## config.mk

```make
export PLATFORM = sky130hd
export DESIGN_NAME = xdebounce_in_flat
export DESIGN_NICKNAME = d
export VERILOG_FILES = /design/src/rtl/xdebounce_in_if.sv /design/src/rtl/xdebounce_in.sv /design/src/flat_wrapper.sv
export SDC_FILE = /design/constraint.sdc
export NUM_CORES = 1
export LEC_CHECK = 0
export BUFFER_PORTS_ARGS = -buffer_cell sky130_fd_sc_hd__buf_2
export CORE_UTILIZATION = 30
export CTS_BUF_LIST = sky130_fd_sc_hd__clkbuf_16
export CTS_CLUSTER_DIAMETER = 40
export CTS_CLUSTER_SIZE = 28
export DETAILED_ROUTE_END_ITERATION = 8
export GPL_TIMING_DRIVEN = 0
export PLACE_DENSITY = 0.44
export SLEW_MARGIN = 20
export SYNTH_ARGS = -nofsm -noshare
export SYNTH_HDL_FRONTEND = slang
export SYNTH_HIERARCHICAL = 1
export SYNTH_SLANG_ARGS = --single-unit
```

## constraint.sdc

```tcl
create_clock -name clk -period 5.5 [get_ports clk]
set_input_delay 1.65 -clock clk [delete_from_list [all_inputs] [get_ports clk]]
set_output_delay 1.65 -clock clk [all_outputs]
set_load 0.1 [all_outputs]
```

## src/rtl/xdebounce_in_if.sv

```systemverilog
// Register bus between the address decoder and the debounced input block.
// The decoder drives select/write/address/data; the block returns combinational read data.
interface xdebounce_in_if #(
    parameter int DATA_W = 32
);
    logic              sel;
    logic              we;
    logic [1:0]        addr;
    logic [DATA_W-1:0] data_in;
    logic [DATA_W-1:0] data_out;

    modport master (output sel, we, addr, data_in, input data_out);
    modport slave  (input sel, we, addr, data_in, output data_out);
endinterface

```

## src/rtl/xdebounce_in.sv

```systemverilog
// N-channel debounced input peripheral: per-channel synchroniser, debounce counter,
// sticky W1C rise/fall flags, and a 4-register read/write map on the data bus.
module xdebounce_ch #(
    parameter int CNT_W = 16
) (
    input  logic             clk,
    input  logic             rst,
    input  logic             pin,
    input  logic [CNT_W-1:0] period,
    input  logic             clr_rise,
    input  logic             clr_fall,
    output logic             stable,
    output logic             rise,
    output logic             fall
);
    logic             sync1, sync2;
    logic [CNT_W-1:0] cnt;
    logic             accept;

    // Compared against the live period, so a lowered period can accept immediately.
    assign accept = (sync2 != stable) && (cnt >= period);

    always_ff @(posedge clk or posedge rst) begin
        if (rst) begin
            sync1  <= 1'b0;
            sync2  <= 1'b0;
            stable <= 1'b0;
            cnt    <= '0;
            rise   <= 1'b0;
            fall   <= 1'b0;
        end else begin
            sync1 <= pin;
            sync2 <= sync1;
            if (sync2 == stable) begin
                cnt <= '0;
            end else if (accept) begin
                stable <= sync2;
                cnt    <= '0;
            end else begin
                cnt <= cnt + 1'b1;
            end
            // A new edge beats a same-cycle clear.
            rise <= (accept &  sync2) | (rise & ~clr_rise);
            fall <= (accept & ~sync2) | (fall & ~clr_fall);
        end
    end
endmodule

module xdebounce_in #(
    parameter int N_CH       = 4,
    parameter int DATA_W     = 32,
    parameter int CNT_W      = 16,
    parameter int DB_DEFAULT = 50000
) (
    input  logic            clk,
    input  logic            rst,
    input  logic [N_CH-1:0] pin_in,
    xdebounce_in_if.slave   bus,
    output logic            irq
);
    localparam logic [1:0] A_STATE = 2'd0;
    localparam logic [1:0] A_RISE  = 2'd1;
    localparam logic [1:0] A_FALL  = 2'd2;
    localparam logic [1:0] A_CFG   = 2'd3;

    logic [CNT_W-1:0]  cfg;
    logic [N_CH-1:0]   stable, rise, fall;
    logic [N_CH-1:0]   clr_rise, clr_fall;
    logic              wr;
    logic [DATA_W-1:0] rdata;
    logic              unused_data;

    assign wr          = bus.sel & bus.we;
    assign clr_rise    = (wr && bus.addr == A_RISE) ? bus.data_in[N_CH-1:0] : '0;
    assign clr_fall    = (wr && bus.addr == A_FALL) ? bus.data_in[N_CH-1:0] : '0;
    assign unused_data = ^bus.data_in;

    always_ff @(posedge clk or posedge rst) begin
        if (rst)
            cfg <= CNT_W'(DB_DEFAULT);
        else if (wr && bus.addr == A_CFG)
            cfg <= bus.data_in[CNT_W-1:0];
    end

    for (genvar g = 0; g < N_CH; g++) begin : g_ch
        xdebounce_ch #(.CNT_W(CNT_W)) u_ch (
            .clk      (clk),
            .rst      (rst),
            .pin      (pin_in[g]),
            .period   (cfg),
            .clr_rise (clr_rise[g]),
            .clr_fall (clr_fall[g]),
            .stable   (stable[g]),
            .rise     (rise[g]),
            .fall     (fall[g])
        );
    end

    assign irq = |{rise, fall};

    always_comb begin
        rdata = '0;
        if (bus.sel) begin
            case (bus.addr)
                A_STATE: rdata[N_CH-1:0]  = stable;
                A_RISE:  rdata[N_CH-1:0]  = rise;
                A_FALL:  rdata[N_CH-1:0]  = fall;
                default: rdata[CNT_W-1:0] = cfg;
            endcase
        end
    end

    assign bus.data_out = rdata;
endmodule

```

## src/flat_wrapper.sv

```systemverilog
// flat-port wrapper written by rule: the top's interface ports become plain ports
module xdebounce_in_flat 
#(
    parameter int N_CH       = 4,
    parameter int DATA_W     = 32,
    parameter int CNT_W      = 16,
    parameter int DB_DEFAULT = 50000
)
  (clk, rst, pin_in, irq, bus_sel, bus_we, bus_addr, bus_data_in, bus_data_out);
  xdebounce_in_if #(.DATA_W(DATA_W)) bus_i ();
  input  logic clk;
  input  logic rst;
  input  logic [N_CH-1:0] pin_in;
  output logic irq;
  input wire logic [$bits(bus_i.sel)-1:0] bus_sel;
  input wire logic [$bits(bus_i.we)-1:0] bus_we;
  input wire logic [$bits(bus_i.addr)-1:0] bus_addr;
  input wire logic [$bits(bus_i.data_in)-1:0] bus_data_in;
  output wire logic [$bits(bus_i.data_out)-1:0] bus_data_out;
  assign bus_i.sel = bus_sel;
  assign bus_i.we = bus_we;
  assign bus_i.addr = bus_addr;
  assign bus_i.data_in = bus_data_in;
  assign bus_data_out = bus_i.data_out;
  xdebounce_in #(.N_CH(N_CH), .DATA_W(DATA_W), .CNT_W(CNT_W), .DB_DEFAULT(DB_DEFAULT)) u_core (.clk(clk), .rst(rst), .pin_in(pin_in), .bus(bus_i), .irq(irq));
endmodule
```

# == Word level (Yosys, flattened, before mapping) ==
# Index checks and enable logic that the tools add are counted.
# word_totals
register_bits,100
out_inout_bits,33
elab_cells,112
# op_classes
add_sub_neg,4
order_cmp,4
eq_ne,11
muxes,13
bitwise_logic,41
reduce_logical,14
# ops
cell,n
16-bit 2-to-1 mux,9
"16-bit by 1-bit adder with 16-bit output, second input constant",4
16-bit greater-or-equal comparator,4
1-bit bitwise AND,17
1-bit inverter,16
12-bit 2-to-1 mux,1
4-bit case mux with 3 select lines,1
4-bit 2-to-1 mux,2
1-bit OR,8
2-bit AND reduction,4
8-bit OR reduction,1
1-bit logical AND,7
1-bit equality test,4
"2-bit equality test, second input constant",2
1-bit != test,4
3-bit OR reduction,1
"2-bit by 1-bit equality test with 1-bit output, second input constant",1
2-bit logical NOT,1

# == Longest topological paths before layout ==
# logic_depth
depth_word,6
mapped_depth,8
mapped_depth_nobuf,7

# == By module ==
# Netlist, hierarchy kept.
# modules_own_cells
mod,instances,cells_each,area_per_inst_um2,seq_area_each_um2
xdebounce_ch,4,142,1338.8,525.5
xdebounce_in,1,94,1079.8,407.9

# == Worst setup path before layout ==
# OpenSTA, ideal clock, no wires.
# synth_timing
kind,input port to output port
start,input port bus_addr[0]
end,output port bus_data_out[0]
arrival_time_ps,3429
required_time_ps,3850
path_slack_ps,421
cell_stages,3
path_buffers,1
path_cell_list,buf_4 > mux2i_1 > o22ai_1
# synth_via
elab_chain_len,3
# synth_lines
item,line,text
from (decl),flat_wrapper.sv:17,input wire logic [$bits(bus_i.addr)-1:0] bus_addr;
"2-bit equality test, or another cell as far along",xdebounce_in.sv:104,case (bus.addr)
4-bit case mux with 3 select lines (*),xdebounce_in.sv:104,
16-bit 2-to-1 mux (*),xdebounce_in.sv:103,if (bus.sel) begin
to (decl),flat_wrapper.sv:19,output wire logic [$bits(bus_i.data_out)-1:0] bus_data_out;
# Every way passes the cells marked *; elsewhere a longest branch is shown, timed or not.

# == Worst setup path after layout ==
# layout_timing
start,input port bus_sel
end,output port bus_data_out[13]
# layout_via
elab_chain_len,1
# layout_lines
item,line,text
from (decl),flat_wrapper.sv:15,input wire logic [$bits(bus_i.sel)-1:0] bus_sel;
16-bit 2-to-1 mux,xdebounce_in.sv:103,
# Every way passes these cells.

==> impl_metrics.json <==
{
  "grt_start_max_net_pins": 22,
  "r2r_cells": 8,
  "synth-main-ff-cell": "dfrtp_1",
  "cts_setup_buffers": 0,
  "area_growth_pct": 13.6,
  "regToRegSetupSlack_ns": 2.87,
  "max_stage_delay_ns": 0.42,
  "finalSetupViolCount": 0,
  "dr.pass1.iters": 6,
  "clk_path_buf_depth": 2,
  "end_kind": "output port",
  "initial_utilization_pct": 30.6,
  "post-route-period-util_pct": 82.9,
  "drc": 0,
  "vias": 4790,
  "synth_seq_cells": 100,
  "critPathCapture": "bus_data_out[13]",
  "wl_per_cell_microns": 16.2,
  "hold_viol_final": 0,
  "wl_mm": 16.3,
  "status": "finished, final reports clean",
  "cts_tree": "built",
  "dieArea_sq_um": 22000,
  "place_hpwl_mm": 12.2,
  "cts_buffers": 9,
  "crit_buf_inv": 3,
  "grt_overflow": 0,
  "cts_hold_buffers": 0,
  "ir_worst_vdd_mv": 0.147,
  "slowest_stage": "buf_2",
  "clk_pin_slew_ns": 0.07,
  "seq_area_frac_synth_pct": 39.0,
  "avgSynthCellArea_sq_um": 9.72,
  "core-area_sq_um": 21000,
  "slew_headroom_pct": 41.0,
  "crit_fanout": 10,
  "maxSlewViolCount": 0,
  "drv_cap": 0,
  "crit_family": "buffers and inverters",
  "die_h_microns": 148,
  "cts-resized-gates": 0,
  "fin_nets": 840,
  "r2r_end": "u_core/g_ch[2].u_ch/cnt[13]$_DFF_PP0_",
  "startpoint": "bus_sel",
  "finalCriticalPeriod_ns": 4.56,
  "finClkSkew_ns": 0.00631,
  "gp_congestion": 0.768,
  "layout-drive-gt1-share_pct": 16.1,
  "ios": 75,
  "cp.required_ns": 3.85,
  "p_per_area_nw_per_um2": 314,
  "cts_root_buffer": "clkbuf_16",
  "htree_levels": 3,
  "worst_slew_pin_slew_ns": 0.883,
  "antenna_cells": 0,
  "postSynth.asyncResetShare_pct": 100,
  "yosysUniqueCellTypes": 37,
  "yosys_warnings": 6,
  "min_path_type": "reg -> reg",
  "rsz0062_at_grt": "false",
  "grt_pass1_wl_mm": 26.0,
  "synth_edf_count": 0,
  "io_buffer_count": 42,
  "ant_nets": 0,
  "clock-sinks": 100,
  "clk_latency_ns": 0.35,
  "antenna_found_initial": 0,
  "p_leak_uw": 0.00355,
  "worst_r2r_startpoint": "u_core/cfg[15]$_DFFE_PP1P_",
  "path_class": "in -> out",
  "core.rowCount": 53,
  "die-width_microns": 148,
  "synth_area_sq_um": 6430,
  "tns_ns": 0,
  "viasPerCell": 4.74,
  "critPathArrivalTime_ns": 2.91,
  "cp.depth": 5,
  "start_kind": "input pin",
  "path_cells": "buf_2 > and3_1 > clkbuf_1 > and2_1 > buf_2",
  "total_power_uw": 2300,
  "synthCells": 662,
  "grt_usage_pct": 15.7,
  "fmax_mhz": 219,
  "grt_pass1_vias": 4730,
  "critPathMostFrequentCell": "buf_2",
  "nFillCells": 2173,
  "drtIter0Drc": 202
}
## worst register-to-register path, cell delays in order, from the launching register on
cell	delay [ns]
dfstp_2	0.63
inv_1	0.08
ha_1	0.32
nand4_1	0.14
or3_1	0.39
or4_1	0.46
nand4_2	0.21
buf_4	0.21
nor2_1	0.07
## final cells by class
class / instances / area [sq um] / area share (%)
clock buffers: 9 / 225 / 3.08
multi-input cells: 461 / 3460 / 47.3
well taps: 275 / 344 / 4.71
inverters: 93 / 349 / 4.78
plain buffers: 23 / 173 / 2.36
repair buffers: 42 / 210 / 2.88
clock inverters: 7 / 36.3 / 0.497
flip-flops and latches: 100 / 2510 / 34.3
## state kept, by name, summed over array words and instances (netlist names)
| signal | count |
|---|---|
| u_core/cfg | 16 |
| u_core/g_ch.u_ch/rise | 4 |
| u_core/g_ch.u_ch/cnt | 64 |
| u_core/g_ch.u_ch/stable | 4 |
| u_core/g_ch.u_ch/sync1 | 4 |
| u_core/g_ch.u_ch/sync2 | 4 |
| u_core/g_ch.u_ch/fall | 4 |
## worst min-delay path by stage
stage	slack, ns	start	cells past startpoint	endpoint
after floorplan	0.33	u_core/g_ch[0].u_ch/sync1$_DFF_PP0_	0	u_core/g_ch[0].u_ch/sync2$_DFF_PP0_
after global placement	0.34	u_core/g_ch[3].u_ch/sync1$_DFF_PP0_	0	u_core/g_ch[3].u_ch/sync2$_DFF_PP0_
after detailed placement	0.33	u_core/g_ch[0].u_ch/sync1$_DFF_PP0_	0	u_core/g_ch[0].u_ch/sync2$_DFF_PP0_
after CTS	0.35	u_core/g_ch[3].u_ch/sync1$_DFF_PP0_	0	u_core/g_ch[3].u_ch/sync2$_DFF_PP0_
after global routing	0.36	u_core/g_ch[1].u_ch/sync1$_DFF_PP0_	0	u_core/g_ch[1].u_ch/sync2$_DFF_PP0_
final	0.35	u_core/g_ch[3].u_ch/sync1$_DFF_PP0_	0	u_core/g_ch[3].u_ch/sync2$_DFF_PP0_
## layout by cell type, fill, tap and decap left out, drive strengths merged
master   count
a211oi       4
o22ai        4
and4b        2
xor2        24
nand4       25
a2111oi      4
a21oi       16
buf         64
or4          4
dfstp        6
o21ai        8
dfrtp       94
and4        12
mux2        16
nor2        76
clkinv       5
inv         95
nand2b       5
nand2       22
o32ai        8
and2        20
or3          4
nand3       36
conb        16
and3         9
xnor2       36
a31oi        4
mux2i       12
clkbuf      10
ha          68
nor4         6
o21bai       4
nor3        16
## power breakdown
part,leakage (uW),internal (uW),switching (uW)
registers,0.00131,832,175
logic,0.00210,257,450
clock network,0.000135,301,284
## cell families (layout without fill, tap and decap cells)
logic type      after synthesis  after routing  synth area share [%]
mux                          28             28                  5.25
simple gates                237            237                  19.8
xor+xnor                     60             60                  8.17
fa+ha+maj                    68             68                  13.2
other cells                   1             16                0.0583
flops                       100            100                  39.0
buf+inv                     116            174                  8.11
compound gates               52             52                  6.38
## cells in the mapped netlist (all sizes together), types with 5 or more instances
cell / count / area (sq um)
nor3: 16 / 80.1
xnor2: 36 / 315
nor2: 76 / 285
inv: 93 / 349
nand2b: 5 / 31.3
nor4: 6 / 37.5
nand2: 22 / 82.6
buf: 22 / 169
nand3: 36 / 180
mux2: 16 / 218
and3: 9 / 76.3
and4: 12 / 105
mux2i: 12 / 120
o32ai: 8 / 130
a21oi: 16 / 80.1
o21ai: 8 / 40.0
dfstp: 6 / 158
and2: 20 / 125
xor2: 24 / 210
ha: 68 / 851
nand4: 25 / 196
dfrtp: 94 / 2350
## per-stage QoR
| step | std cells | hold slack (ns) | utilization [%] | worst slack, ns | cell area (sq um) |
|---|---|---|---|---|---|
| final | 1010 | 0.348 | 34.8 | 0.941 | 7310 |
| after global routing | 1010 | 0.359 | 34.8 | 0.810 | 7310 |
| after CTS | 1010 | 0.348 | 34.8 | 0.927 | 7310 |
| after detailed placement | 994 | 0.335 | 33.5 | 0.932 | 7050 |
| after global placement | 994 | 0.337 | 33.5 | 0.953 | 7050 |
| after floorplan | 677 | 0.331 | - | 0.421 | 6490 |
## routing by layer
layer | GRT usage, % | share of wire, %
met5 | 0 | 0
met4 | 4.23 | 1.3
met3 | 2.70 | 4.4
met2 | 25.2 | 46
met1 | 21.6 | 48
No activity file was read; power rests on OpenSTA's default activity.
